File: config.mk
export PLATFORM = sky130hd
export DESIGN_NAME = mc_control
export DESIGN_NICKNAME = d
export VERILOG_FILES = /design/src/rtl/mc_control.sv
export SDC_FILE = /design/constraint.sdc
export NUM_CORES = 1
export LEC_CHECK = 0
export CAP_MARGIN = 20
export CORE_MARGIN = 8
export CORE_UTILIZATION = 51
export CTS_BUF_LIST = sky130_fd_sc_hd__clkbuf_2 sky130_fd_sc_hd__clkbuf_4 sky130_fd_sc_hd__clkbuf_8
export DETAILED_ROUTE_END_ITERATION = 12
export PLACE_DENSITY = 0.95
export SYNTH_ARGS = -nofsm -noshare
export SYNTH_HDL_FRONTEND = slang
export SYNTH_SLANG_ARGS = --single-unit
File: constraint.sdc
create_clock -name clk -period 3.28 [get_ports clk]
set_input_delay 0.656 -clock clk [delete_from_list [all_inputs] [get_ports clk]]
set_output_delay 0.656 -clock clk [all_outputs]
set_load 0.005 [all_outputs]
File: src/rtl/mc_control.sv
`default_nettype none
//==============================================================================
// mc_control: multi-cycle MIPS main controller (FETCH/DECODE/EXEC/MEM/WB/HALT)
// with memory request/ready handshake and retired-instruction counter.
// Revision: 1.0
//==============================================================================
module mc_control #(
  parameter bit          EXT_EN       = 1'b0,
  parameter bit          ILLEGAL_HALT = 1'b0,
  parameter int unsigned PERF_W       = 32
) (
  input  logic              clk,
  input  logic              reset,
  input  logic [5:0]        opcode,
  input  logic [5:0]        funct,
  input  logic              Zero,
  input  logic              mem_ready,
  output logic [1:0]        NPCOp,
  output logic [2:0]        ALUOp,
  output logic [1:0]        A3WRSel,
  output logic [1:0]        WDSel,
  output logic              EXTOp,
  output logic              ALUBSel,
  output logic              PCWr,
  output logic              IRWr,
  output logic              RFWE,
  output logic              DMWr,
  output logic              mem_req,
  output logic [2:0]        state,
  output logic              illegal,
  output logic              halted,
  output logic [PERF_W-1:0] instret
);

  localparam logic [5:0] OP_RTYPE = 6'b000000;
  localparam logic [5:0] OP_J     = 6'b000010;
  localparam logic [5:0] OP_JAL   = 6'b000011;
  localparam logic [5:0] OP_BEQ   = 6'b000100;
  localparam logic [5:0] OP_ORI   = 6'b001101;
  localparam logic [5:0] OP_LUI   = 6'b001111;
  localparam logic [5:0] OP_LW    = 6'b100011;
  localparam logic [5:0] OP_SW    = 6'b101011;

  localparam logic [5:0] FN_NOP = 6'b000000;
  localparam logic [5:0] FN_JR  = 6'b001000;
  localparam logic [5:0] FN_ADD = 6'b100000;
  localparam logic [5:0] FN_SUB = 6'b100010;
  localparam logic [5:0] FN_AND = 6'b100100;
  localparam logic [5:0] FN_OR  = 6'b100101;
  localparam logic [5:0] FN_SLT = 6'b101010;

  typedef enum logic [2:0] {
    S_FETCH  = 3'd0,
    S_DECODE = 3'd1,
    S_EXEC   = 3'd2,
    S_MEM    = 3'd3,
    S_WB     = 3'd4,
    S_HALT   = 3'd5
  } state_t;

  state_t            state_q, state_d;
  logic [PERF_W-1:0] instret_q;

  logic is_r, i_nop, i_jr, i_add, i_sub, i_and, i_or, i_slt;
  logic i_j, i_jal, i_beq, i_ori, i_lui, i_lw, i_sw, i_alu_r, legal;

  assign is_r    = (opcode == OP_RTYPE);
  assign i_nop   = is_r && (funct == FN_NOP);
  assign i_jr    = is_r && (funct == FN_JR);
  assign i_add   = is_r && (funct == FN_ADD);
  assign i_sub   = is_r && (funct == FN_SUB);
  assign i_and   = is_r && (funct == FN_AND) && EXT_EN;
  assign i_or    = is_r && (funct == FN_OR)  && EXT_EN;
  assign i_slt   = is_r && (funct == FN_SLT) && EXT_EN;
  assign i_j     = (opcode == OP_J) && EXT_EN;
  assign i_jal   = (opcode == OP_JAL);
  assign i_beq   = (opcode == OP_BEQ);
  assign i_ori   = (opcode == OP_ORI);
  assign i_lui   = (opcode == OP_LUI);
  assign i_lw    = (opcode == OP_LW);
  assign i_sw    = (opcode == OP_SW);
  assign i_alu_r = i_add | i_sub | i_and | i_or | i_slt;
  assign legal   = i_alu_r | i_nop | i_jr | i_j | i_jal | i_beq | i_ori | i_lui | i_lw | i_sw;

  always_comb begin
    ALUOp = 3'b000;
    if (i_sub | i_beq)     ALUOp = 3'b001;
    else if (i_ori | i_or) ALUOp = 3'b010;
    else if (i_lui)        ALUOp = 3'b011;
    else if (i_and)        ALUOp = 3'b100;
    else if (i_slt)        ALUOp = 3'b101;
  end

  assign ALUBSel = i_ori | i_lw | i_sw | i_lui;
  assign EXTOp   = i_lw | i_sw;
  assign A3WRSel = i_jal ? 2'b10 : (is_r ? 2'b01 : 2'b00);
  assign WDSel   = i_lw ? 2'b01 : (i_jal ? 2'b10 : 2'b00);
  assign NPCOp   = (i_beq && Zero) ? 2'b01 :
                   (i_jal | i_j)   ? 2'b10 :
                   i_jr            ? 2'b11 : 2'b00;

  logic pc_wr, ir_wr, rf_we, dm_wr, req, ill;

  always_comb begin
    state_d = state_q;
    pc_wr   = 1'b0;
    ir_wr   = 1'b0;
    rf_we   = 1'b0;
    dm_wr   = 1'b0;
    req     = 1'b0;
    ill     = 1'b0;
    case (state_q)
      S_FETCH: begin
        req = 1'b1;
        if (mem_ready) begin
          ir_wr   = 1'b1;
          state_d = S_DECODE;
        end
      end
      S_DECODE: begin
        if (!legal) begin
          ill = 1'b1;
          if (ILLEGAL_HALT) begin
            state_d = S_HALT;
          end else begin
            pc_wr   = 1'b1;
            state_d = S_FETCH;
          end
        end else if (i_jal) begin
          rf_we   = 1'b1;
          pc_wr   = 1'b1;
          state_d = S_FETCH;
        end else if (i_j | i_jr | i_nop) begin
          pc_wr   = 1'b1;
          state_d = S_FETCH;
        end else begin
          state_d = S_EXEC;
        end
      end
      S_EXEC: begin
        if (i_beq) begin
          pc_wr   = 1'b1;
          state_d = S_FETCH;
        end else if (i_lw | i_sw) begin
          state_d = S_MEM;
        end else begin
          state_d = S_WB;
        end
      end
      S_MEM: begin
        req   = 1'b1;
        dm_wr = i_sw;
        if (mem_ready) begin
          if (i_sw) begin
            pc_wr   = 1'b1;
            state_d = S_FETCH;
          end else begin
            state_d = S_WB;
          end
        end
      end
      S_WB: begin
        rf_we   = 1'b1;
        pc_wr   = 1'b1;
        state_d = S_FETCH;
      end
      S_HALT:  state_d = S_HALT;
      default: state_d = S_FETCH;
    endcase
  end

  // Reset masks strobes combinationally so an abandoned instruction never writes.
  assign PCWr    = pc_wr & ~reset;
  assign IRWr    = ir_wr & ~reset;
  assign RFWE    = rf_we & ~reset;
  assign DMWr    = dm_wr & ~reset;
  assign mem_req = req   & ~reset;
  assign illegal = ill   & ~reset;

  always_ff @(posedge clk or posedge reset) begin
    if (reset) begin
      state_q   <= S_FETCH;
      instret_q <= '0;
    end else begin
      state_q <= state_d;
      if (pc_wr) instret_q <= instret_q + PERF_W'(1);
    end
  end

  assign state   = state_q;
  assign halted  = (state_q == S_HALT);
  assign instret = instret_q;

endmodule
`default_nettype wire

Yosys cells after proc, flatten, opt, wreduce, memory -nomap -nowiden. Index checks and enable logic that the tools add are counted.

Register bits: 35. Latch bits: 0. RAM bits: 0. Bits in read-only memories: 0. Output and inout bits: 53. Memories: 0.

Bitwise logic cells: 22. Multiply operators: 0. Div/mod/pow operators: 0. Reduce and logical (&&, ||, !) cells: 10. Multiplexer cells: 35. Magnitude comparators: 0. Eq/ne operators: 16. Shifts and indexed selects: 0. $add $sub $neg: 1.

Operators with widths (number): 32-bit by 1-bit adder with 32-bit output, second input constant (1); 6-bit equality test, second input constant (4); 3-bit two-way mux (7); 2-bit two-way mux (10); 6-bit by 4-bit equality test with 1-bit output, second input constant (3); 1-bit two-way mux (15); 1-bit bitwise OR (15); 3-bit case mux with 5 select lines (1); 6-bit logical NOT (2); 1-bit AND (6); 3-bit by 2-bit equality test with 1-bit output, second input constant (2); 3-bit equality test, second input constant (2); 6-bit by 2-bit equality test with 1-bit output, second input constant (1); 6-bit by 3-bit equality test with 1-bit output, second input constant (1); 1-bit logical AND (5); 2-bit inequality test, second input constant (2); 1-bit case mux with 4 select lines (1); 3-bit by 1-bit equality test with 1-bit output, second input constant (1); 3-bit logical NOT (1); 1-bit case mux with 2 select lines (1); 2-bit AND reduction (1); 2-bit OR reduction (1); 1-bit inverter (1).

Depth between registers and ports, before layout. Gate-level depths: netlist of the first run.

Depth in word-level cells: 14. Depth in mapped cells: 8. Depth with buffers taken out: 6.

Least setup slack after synthesis of the first run. OpenSTA, ideal clock, no wires.

Path kind: in2out. Start: input port opcode[4]. End: output port PCWr. Required time: 2.624 ns. Arrival: 1.889 ns. Cell stages on the path: 7. Path slack: 0.735 ns. Cells stage by stage: buf_2 nor4_4 and4b_4 nor3b_2 a21o_4 buf_6 and2_1.

Longest elaborated chain between the ends: 14. Elaborated cells between the ends (all ways): 29.

RTL lines: start, declared (RTL line 14) `input logic [5:0] opcode,`; 6-bit logical NOT (RTL line 67) `assign is_r = (opcode == OP_RTYPE);`; 1-bit logical AND (on tied branches) (RTL line 70, 71); 1-bit bitwise OR (RTL line 82) `assign i_alu_r = i_add | i_sub | i_and | i_or | i_slt;`; 1-bit bitwise OR (8 in a row) (RTL line 83) `assign legal = i_alu_r | i_nop | i_jr | i_j | i_jal | i_beq | i_ori | i_lui | i_lw | i_sw;`; 1-bit two-way mux (RTL line 121) `if (!legal) begin`; 1-bit case mux with 4 select lines * (RTL line 112) `case (state_q)`; 1-bit AND * (RTL line 173) `assign PCWr = pc_wr & ~reset;`; end, declared (RTL line 24) `output logic PCWr,`.

Every way passes the cells marked *; elsewhere a longest branch is shown, timed or not.

Worst setup path after layout of the first run.
Start: input port opcode[0]. End: output port ALUOp[0].

Longest elaborated chain between the ends: 4. Elaborated cells between the ends (all ways): 9.

RTL lines: 6-bit by 4-bit equality test with 1-bit output / 6-bit logical NOT (equally long branches) (RTL line 79, 67); 2-bit two-way mux / 1-bit logical AND (equally long branches) (RTL line 89, 71); 3-bit two-way mux / 1-bit bitwise OR (equally long branches) (RTL line 88, 87); 3-bit two-way mux * (RTL line 87) `if (i_sub | i_beq) ALUOp = 3'b001;`; end, declared (RTL line 19) `output logic [2:0] ALUOp,`.

Marked as above.

==> results of run 1 <==
[layout make-up]
cell class,instances,area share
clock buffer,6,0.0255
tap,50,0.0209
inverter,7,0.00877
sequential,35,0.292
timing repair buffer,80,0.258
multi-input combinational,155,0.390
clock inverter,2,0.00418
[flip-flops by register name, summed over array words and instances (netlist names)]
register,flops
instret,32
state,3
[metrics by stage]
| stage | std cells | util | setup WS [ns] | hold slack, ns | power [mW] |
|---|---|---|---|---|---|
| after global placement | 327 | 0.718 | -0.0146 | 0.461 | 0.828 |
| after CTS | 335 | 0.742 | 0.00817 | 0.497 | 1.15 |
| after floorplan | 209 | - | 0.735 | 0.468 | 0.688 |
| after global routing | 335 | 0.749 | 0.000456 | 0.514 | 1.21 |
| after detailed placement | 327 | 0.718 | -0.0695 | 0.484 | 0.839 |
| final | 335 | 0.749 | 0.0734 | 0.486 | 1.15 |
[repair_timing]
item / in CTS / in global routing
endpoints found under the setup margin: 4 / 5
gates resized for setup: 3 / 7
buffers inserted: 0 / 0
pin swaps: 1 / 2
[worst reg2reg max path: cells and delay by family, from the launching register on]
kind            cells  cell delay, ns
compound gates      1            0.16
xor+xnor            1            0.15
buf+inv             1            0.32
flops               1            0.58
simple gates        3            0.88
[layer usage]
metal / part of all wire / vias up
li1: - / 896
met1: 0.40 / 921
met2: 0.50 / 76
met3: 0.071 / 16
met4: 0.028 / 0
met5: 0 / -
[cells in the final DEF, fill, tap and decap left out, drive strengths merged, types with 2 or more instances in the layout]
master / n
nand4: 21
nand2b: 3
nor2b: 5
and3: 9
nor4: 4
a22oi: 2
clkbuf: 6
buf: 13
dlygate4sd2: 2
and3b: 2
xnor2: 30
nand2: 11
nor3: 8
nor4b: 4
and2: 6
inv: 7
mux2i: 2
nand3: 12
a21o: 2
dfrtp: 35
dlymetal6s2s: 3
nor3b: 3
clkdlybuf4s50: 62
nor2: 13
o21ai: 4
[power breakdown]
part           switching [mW]  total, mW  internal, mW  leakage [nW]
Clock                   0.157      0.313         0.157        0.0446
Combinational           0.132      0.298         0.166         0.811
Sequential             0.0645      0.534         0.469         0.473
[path summary, 6_finish.rpt]
check                            start           to  cells past startpoint
min                        instret[31]  instret[31]                      1
min in group asynchronous        reset  instret[25]                      3
max                          opcode[0]     ALUOp[0]                      7
max reg2reg                   state[0]  instret[25]                      6
min reg2reg                instret[31]  instret[31]                      1
max in group asynchronous        reset   instret[2]                      3
[kinds of logic (layout without fill, tap and decap cells)]
family | count (synthesis) | after routing | synth area share
other cells | 1 | 1 | 0.00176
compound gates | 14 | 14 | 0.0506
xor+xnor | 31 | 31 | 0.128
flops | 35 | 35 | 0.412
simple gates | 105 | 105 | 0.336
fa+ha+maj | 1 | 1 | 0.00588
buf+inv | 19 | 95 | 0.0518
mux | 3 | 3 | 0.0147
==> results by group, run 1 <==
Status
  – Status: finished, final reports clean

Routing
  – Post-DRT Antenna Nets: 0
  – WL per Instance: 17.1 µm
  – Starting DRT DRC Count: 109
  – First drt pass iteration count: 4
  – DRC: 0
  – Vias per cell: 5.70
  – Total wire length: 5.74 mm
  – DR vias: 1909

Floorplan
  – Die W: 80.6 µm
  – Std-Cell Rows: 23
  – Initial Utilization: 0.532
  – Number of I/O pins: 69
  – Placeable Area: 4000 µm²
  – Die height: 80.6 µm
  – Die area: 6490 µm²

Power
  – Peak supply drop: 0.394 mV
  – Total power divided by cell area: 382 nW/µm²
  – Lkg Pwr: 1.33 nW

Logic synthesis
  – Top FF cell, synth: dfrtp_1
  – YS warnings: 0
  – Post-Synthesis Cell Area: 2130 µm²
  – Async set-or-reset flop fraction in the synthesized netlist: 1.00
  – Top cells by instance count after synthesis: 35 x dfrtp_1, 30 x xnor2_1, 15 x nand4_1
  – Top-area cell type share of the netlist area: 0.412
  – Synth area leaders: dfrtp_1 41%, xnor2_1 12%, nand4_1 4.4%, nand4_2 2.9%, nand3_1 2.8%
  – Sequential-to-total area share from yosys stat: 0.412
  – Largest area contributor in the netlist: dfrtp_1
  – Post-synthesis cell type count: 47
  – EDFF count, synth: 0
  – Synthesis-stage register bit count: 35
  – Avg Inst Size Synth: 10.2 µm²
  – Most numerous cell in the Yosys netlist: dfrtp_1
  – Post-Syn Instances: 209
  – Syn nets: 226

Worst hold path
  – Hold Crit Class: reg2reg

Setup path
  – Slowest cell delay on critical path: 0.53 ns
  – Crit path cell chain: clkdlybuf4s50_1, buf_4, nor2_1, and4b_4, buf_4, a221o_1, clkdlybuf4s50_1
  – CP max stage cell: clkdlybuf4s50_1
  – Startpoint Class: input pin
  – CP Data Arrival Time: 2.55 ns
  – Worst EP required: 2.62 ns
  – Crit path buf inv count: 4
  – Crit Path Class: in2out
  – Worst setup EP type: output port
  – Family with the most delay on the worst path: buffers and inverters
  – Reg2reg setup slack: 1.13 ns
  – Top fanout value on the critical path: 6

Global route
  – GR peak layer: met2
  – Largest net degree at the start of global routing: 36
  – M1 GR Usage: 0.204
  – GR Util All Layers: 0.179
  – Remaining Overflow, GRT: 0
  – Met3 usage: 0.0569
  – Met2 Usage GRT: 0.295
  – Via count of the first global-routing pass: 1865
  – First-pass GRT wire length: 9.07 mm
  – Initial antenna violation count: 0

Flow run
  – Max Cap Violations: 0

Cells and area
  – Final instance area: 3000 µm²
  – Fill count: 274
  – Layout cells sized above 1: 0.147
  – Nets: 301
  – FF+latch area: 876 µm²
  – Area Growth Syn to Fin: 40.8%
  – Area of the multi-input gates: 1170 µm²
  – Antenna Cells: 0

Timing
  – Worst clock skew: 0.00954 ns
  – Setup TNS Final: 0 ns
  – Hold Vio Cnt, Final: 0
  – Maximum clock frequency: 312 MHz
  – Crit path time final: 3.21 ns
  – RSZ-0062 raised after global routing: no
  – Final Slew Violations: 0
  – Final setup violation count: 0
  – Period utilization: 0.978
  – Slew headroom: 0.653
  – Worst-Margin Slew: 0.521 ns

Place
  – Port bufs: 67
  – Final GP Congestion: 0.828
  – Post-DP HPWL: 4.30 mm
  – Placed cell areas: 2870 µm²

Clock network
  – Sink Count: 35
  – Root Driver: clkbuf_8
  – Cts hold-fix bufs: 0
  – Worst-Skew Late Latency: 0.29 ns
  – Clock slew seen by the registers of the worst setup and hold paths: 0.07 ns
  – H-tree levels: 2
  – CTS buffer count: 5
  – CTS tree: done
  – Clock buffer depth: 2
(Power assumes the default switching activity.)
==> inputs of run 2 (changes only) <==
Settings changed: ABC_AREA set to 1, CORE_UTILIZATION 51 to 55.
==> results by group, run 2 <==
Floorplan
  – Die height: 85.3 µm
  – Die W: 85.3 µm
  – Placeable Area: 4660 µm²
  – Die area: 7270 µm²
  – Std-Cell Rows: 25
  – Initial Utilization: 0.566
  – Number of I/O pins: 69

Power
  – Lkg Pwr: 1.68 nW
  – Total power: 1.38 mW
  – Total power divided by cell area: 403 nW/µm²
  – Peak supply drop: 0.443 mV

Routing
  – Total wire length: 7.71 mm
  – Vias per cell: 5.47
  – Met1 wire length: 3.18 mm
  – DR vias: 2951
  – DR WL met2: 3.85 mm
  – Starting DRT DRC Count: 211
  – DRC: 0
  – Max layer used: met4
  – First drt pass iteration count: 5
  – Post-DRT Antenna Nets: 0
  – Routed wl met3: 531 µm
  – WL per Instance: 14.3 µm

Setup path
  – CP max stage cell: clkdlybuf4s50_1
  – R2R cell count: 10
  – Reg2reg setup slack: 1.40 ns
  – Top fanout value on the critical path: 4
  – Worst setup startpoint: opcode[5]
  – Worst path most repeated cell: nor2_2
  – Worst reg2reg path endpoint: instret[26]
  – Startpoint Class: input pin
  – CP Data Arrival Time: 2.53 ns
  – Worst setup EP type: output port
  – Crit path cell chain: clkdlybuf4s50_1, nor2_2, nand2_1, nor2_2, inv_2, nor2_2, nor2_4, a21oi_1, clkdlybuf4s50_1
  – Slowest cell delay on critical path: 0.53 ns
  – Worst EP required: 2.62 ns
  – Crit Path Class: in2out
  – R2r startpoint: instret[0]

Worst hold path
  – Worst Hold Depth: 2
  – Hold Crit Endpoint: instret[31]
  – HP Start: instret[31]
  – Hold Crit Class: reg2reg

Timing
  – Worst clock skew: 0.00489 ns
  – Hold Vio Cnt, Final: 0
  – Maximum clock frequency: 313 MHz
  – RSZ-0062 raised after global routing: no
  – Setup TNS Final: 0 ns
  – Period utilization: 0.973
  – Crit path time final: 3.19 ns
  – Final Slew Violations: 0
  – Final setup violation count: 0

Logic synthesis
  – Top cells by instance count after synthesis: 174 x nand2_1, 65 x nor2_1, 44 x nand3_1
  – Async set-or-reset flop fraction in the synthesized netlist: 1.00
  – Largest area contributor in the netlist: dfrtp_1
  – Most numerous cell in the Yosys netlist: nand2_1
  – Top FF cell, synth: dfrtp_1
  – Post-synthesis cell type count: 27
  – Post-Synthesis Cell Area: 2640 µm²
  – YS warnings: 0
  – Top-area cell type share of the netlist area: 0.332
  – Synth area leaders: dfrtp_1 33%, nand2_1 25%, nor2_1 9.2%, nand3_1 8.3%, inv_1 4.1%
  – Synthesis-stage register bit count: 35
  – Avg Inst Size Synth: 6.30 µm²
  – Syn nets: 436
  – EDFF count, synth: 0
  – Sequential-to-total area share from yosys stat: 0.332
  – Post-Syn Instances: 419

Global route
  – Remaining Overflow, GRT: 0
  – Via count of the first global-routing pass: 2843
  – First-pass GRT wire length: 12.8 mm
  – Largest net degree at the start of global routing: 36
  – Initial antenna violation count: 0
  – GR Util All Layers: 0.216

Clock network
  – Clock slew seen by the registers of the worst setup and hold paths: 0.07 ns
  – Worst-Skew Late Latency: 0.29 ns
  – CTS buffer count: 5
  – CTS tree: done
  – Setup Fix Bufs, Post-CTS: 0
  – H-tree levels: 2
  – Cts hold-fix bufs: 0
  – Gates resized, CTS repair: 0
  – Sink Count: 35
  – Root Driver: clkbuf_8
  – Clock buffer depth: 2

Cells and area
  – Commonest non-fill, non-tap cells in the layout: 174 x nand2_1, 66 x clkdlybuf4s50_1, 65 x nor2_1, 44 x nand3_1, 35 x dfrtp_1
  – Max reg flops: 32
  – Commonest non-fill, non-tap cell in the layout: nand2_1
  – Area Growth Syn to Fin: 29.8%
  – FF+latch area: 876 µm²
  – Nets: 501
  – Antenna Cells: 0
  – Layout cells sized above 1: 0.0515
  – Fill count: 372
  – Final instance area: 3420 µm²
  – Area of the multi-input gates: 1570 µm²

Flow run
  – Max Cap Violations: 0

Place
  – Post-DP HPWL: 5.82 mm
  – Final GP Congestion: 0.938
  – Port bufs: 67
  – Placed cell areas: 3310 µm²

Status
  – Status: finished, final reports clean
run 2: cell types whose count changed in the layout (fill, tap and decap cells not counted), moves of 9 or more:
cell      previous run  this run
buf_4               13         3
xor2_1               1        10
nand4_1             15         3
xnor2_1             30         5
nand3_1             11        44
and3_1               9         0
nor2_1              13        65
nand2_1             11       174
inv_1                7        29
nand3b_1             1        14
run 2: final cells by class:
| cell class | instances | area share |
|---|---|---|
| Clock buffer | 8 | 0.0303 |
| Timing Repair Buffer | 70 | 0.203 |
| Tap cell | 54 | 0.0197 |
| Sequential cell | 35 | 0.256 |
| Multi-Input combinational cell | 342 | 0.458 |
| Inverter | 30 | 0.0329 |
run 2: kinds of logic (layout without fill, tap and decap cells):
| family | Yosys count | after routing | synth area share |
|---|---|---|---|
| flip-flops | 35 | 35 | 0.332 |
| XOR/XNOR | 15 | 15 | 0.0498 |
| AO/OA/AOI/OAI | 6 | 6 | 0.0119 |
| AND/OR/NAND/NOR | 319 | 319 | 0.525 |
| buffers and inverters | 42 | 108 | 0.0754 |
| adder cells (fa/ha/maj) | 1 | 1 | 0.00474 |
| other | 1 | 1 | 0.00142 |
run 2: power breakdown:
group	switching, mW	internal (mW)
sequential	0.0541	0.471
combinational	0.298	0.203
clock	0.153	0.200
run 2: worst max path at each step:
stage,end,depth (start not counted)
floorplan,illegal,3
global placement,PCWr,9
detailed placement,illegal,8
CTS,illegal,8
global route,PCWr,9
finish,PCWr,9
run 2: routing by layer:
layer / vias up / track usage
li1: 1436 / -
met1: 1376 / 0.248
met2: 125 / 0.379
met3: 14 / 0.0512
met4: 0 / 0.0828
met5: - / 0
run 2: worst max-delay path: cells and delay by family:
family	cells	cell delay [ns]
simple gates	5	0.62
buf+inv	3	1.07
compound gates	1	0.16
run 2: through the flow:
stage	hold WS, ns	util	setup slack, ns	std cells
2_1_floorplan	0.533	-	0.816	419
3_3_place_gp	0.539	0.711	0.224	531
3_5_place_dp	0.556	0.711	0.0858	531
4_1_cts	0.574	0.733	0.0858	539
5_1_grt	0.602	0.735	0.0241	539
6_report	0.568	0.735	0.0896	539
==> inputs of run 3 (changes only) <==
Clock period 3.28 ns to 4 ns, I/O delays scaled along.
==> results by group, run 3 (synthesis gave the netlist of run 2 again) <==
Status
  – Status: finished, final reports clean

Routing
  – WL per Instance: 14.5 µm
  – Starting DRT DRC Count: 230
  – Post-DRT Antenna Nets: 0
  – Total wire length: 7.79 mm
  – DRC: 0
  – DR vias: 2951
  – First drt pass iteration count: 5
  – Vias per cell: 5.49

Clock network
  – CTS buffer count: 5
  – Worst-Skew Late Latency: 0.30 ns
  – Cts hold-fix bufs: 0
  – Root Driver: clkbuf_8
  – Gates resized, CTS repair: 0
  – H-tree levels: 2
  – Setup Fix Bufs, Post-CTS: 0
  – Clock slew seen by the registers of the worst setup and hold paths: 0.07 ns
  – CTS tree: done
  – Clock buffer depth: 2
  – Sink Count: 35

Timing
  – Worst clock skew: 0.00747 ns
  – Hold Vio Cnt, Final: 0
  – Final Slew Violations: 0
  – Worst-Margin Slew: 0.805 ns
  – Period utilization: 0.944
  – Final setup violation count: 0
  – Hold Worst Slack: 0.572 ns
  – Final WS setup: 0.223 ns
  – RSZ-0062 raised after global routing: no
  – Slew headroom: 0.462
  – Crit path time final: 3.78 ns
  – Setup TNS Final: 0 ns
  – Maximum clock frequency: 265 MHz

Cells and area
  – Area Growth Syn to Fin: 29.7%
  – Nets: 500
  – Antenna Cells: 0
  – Final core occ: 0.734
  – Layout cells sized above 1: 0.0496
  – Commonest non-fill, non-tap cell in the layout: nand2_1
  – Commonest non-fill, non-tap cells in the layout: 174 x nand2_1, 67 x clkdlybuf4s50_1, 65 x nor2_1, 44 x nand3_1, 35 x dfrtp_1
  – Max reg flops: 32

Floorplan
  – Die area: 7270 µm²
  – Initial Utilization: 0.566
  – Placeable Area: 4660 µm²
  – Std-Cell Rows: 25
  – Number of I/O pins: 69
  – Die height: 85.3 µm
  – Die W: 85.3 µm

Setup path
  – CP Data Arrival Time: 2.98 ns
  – Worst EP required: 3.20 ns
  – Worst reg2reg path endpoint: instret[27]
  – Reg2reg setup slack: 1.91 ns
  – Crit Path Class: in2out
  – R2r startpoint: state[0]
  – Startpoint Class: input pin
  – R2R cell count: 8
  – Top fanout value on the critical path: 34
  – Worst setup EP type: output port

Place
  – Port bufs: 67
  – Final GP Congestion: 0.936
  – Post-DP HPWL: 5.94 mm
  – Place WS: 0.221 ns

Global route
  – GR Util All Layers: 0.224
  – Via count of the first global-routing pass: 2909
  – First-pass GRT wire length: 13.2 mm
  – Initial antenna violation count: 0
  – Largest net degree at the start of global routing: 36
  – Remaining Overflow, GRT: 0

Flow run
  – Max Cap Violations: 0

Power
  – Total power divided by cell area: 347 nW/µm²
  – Lkg Pwr: 1.67 nW
  – Total power: 1.19 mW
  – Peak supply drop: 0.442 mV

Worst hold path
  – HP Start: instret[31]
  – Hold Crit Endpoint: instret[31]
  – Worst Hold Depth: 2
  – Hold Crit Class: reg2reg
==> run 3: cell types whose count changed in the layout (fill, tap and decap cells not counted) <==
cell             before  now
nor2_2                6    7
clkdlybuf4s50_1      66   67
clkbuf_8              7    6
clkinv_2              0    1
clkbuf_4              1    0
nor2_4                2    1
bufinv_16             0    1
dlymetal6s2s_1        1    0
buf_4                 3    2
==> run 3: worst max-delay path by stage <==
stage,from,end,cells past startpoint
global placement,opcode[3],PCWr,9
detailed placement,opcode[3],PCWr,9
finish,opcode[3],PCWr,9
floorplan,reset,illegal,3
CTS,opcode[3],PCWr,9
global route,opcode[3],PCWr,9
==> run 3: power by group <==
part	switching (mW)	internal, mW	total [mW]	leakage, nW
combinational	0.251	0.166	0.417	1.13
sequential	0.0482	0.386	0.434	0.481
clock	0.135	0.202	0.337	0.0612
total	0.435	0.753	1.19	1.67
==> run 3: critical path: stages <==
cell and delay, ns:
clkdlybuf4s50_1 0.54, inv_1 0.10, nand2_1 0.08, nor2_2 0.06, inv_2 0.06, nor2_2 0.04, nor2_4 0.63, a21oi_1 0.17
clkdlybuf4s50_1 0.49
==> run 3: per-layer routing <==
layer,vias to the layer above,global-route usage,share of wire
li1,1437,-,-
met1,1400,0.252,0.43
met2,94,0.400,0.50
met3,20,0.0531,0.052
met4,0,0.0796,0.020
met5,-,0,0
==> run 3: area by class of cell <==
| cell class | count | area (µm²) |
|---|---|---|
| Clock buffer | 6 | 82.6 |
| Clock inverter | 2 | 35.0 |
| Fill cell | 388 | 1240 |
| Inverter | 30 | 113 |
| Multi-Input combinational cell | 342 | 1560 |
| Sequential cell | 35 | 876 |
| Tap cell | 54 | 67.6 |
| Timing Repair Buffer | 69 | 686 |
==> run 3: through the flow <==
stage	instance area, µm²	instances
floorplan	2640	419
global placement	3310	530
detailed placement	3310	530
CTS	3420	538
global route	3420	538
finish	3420	538
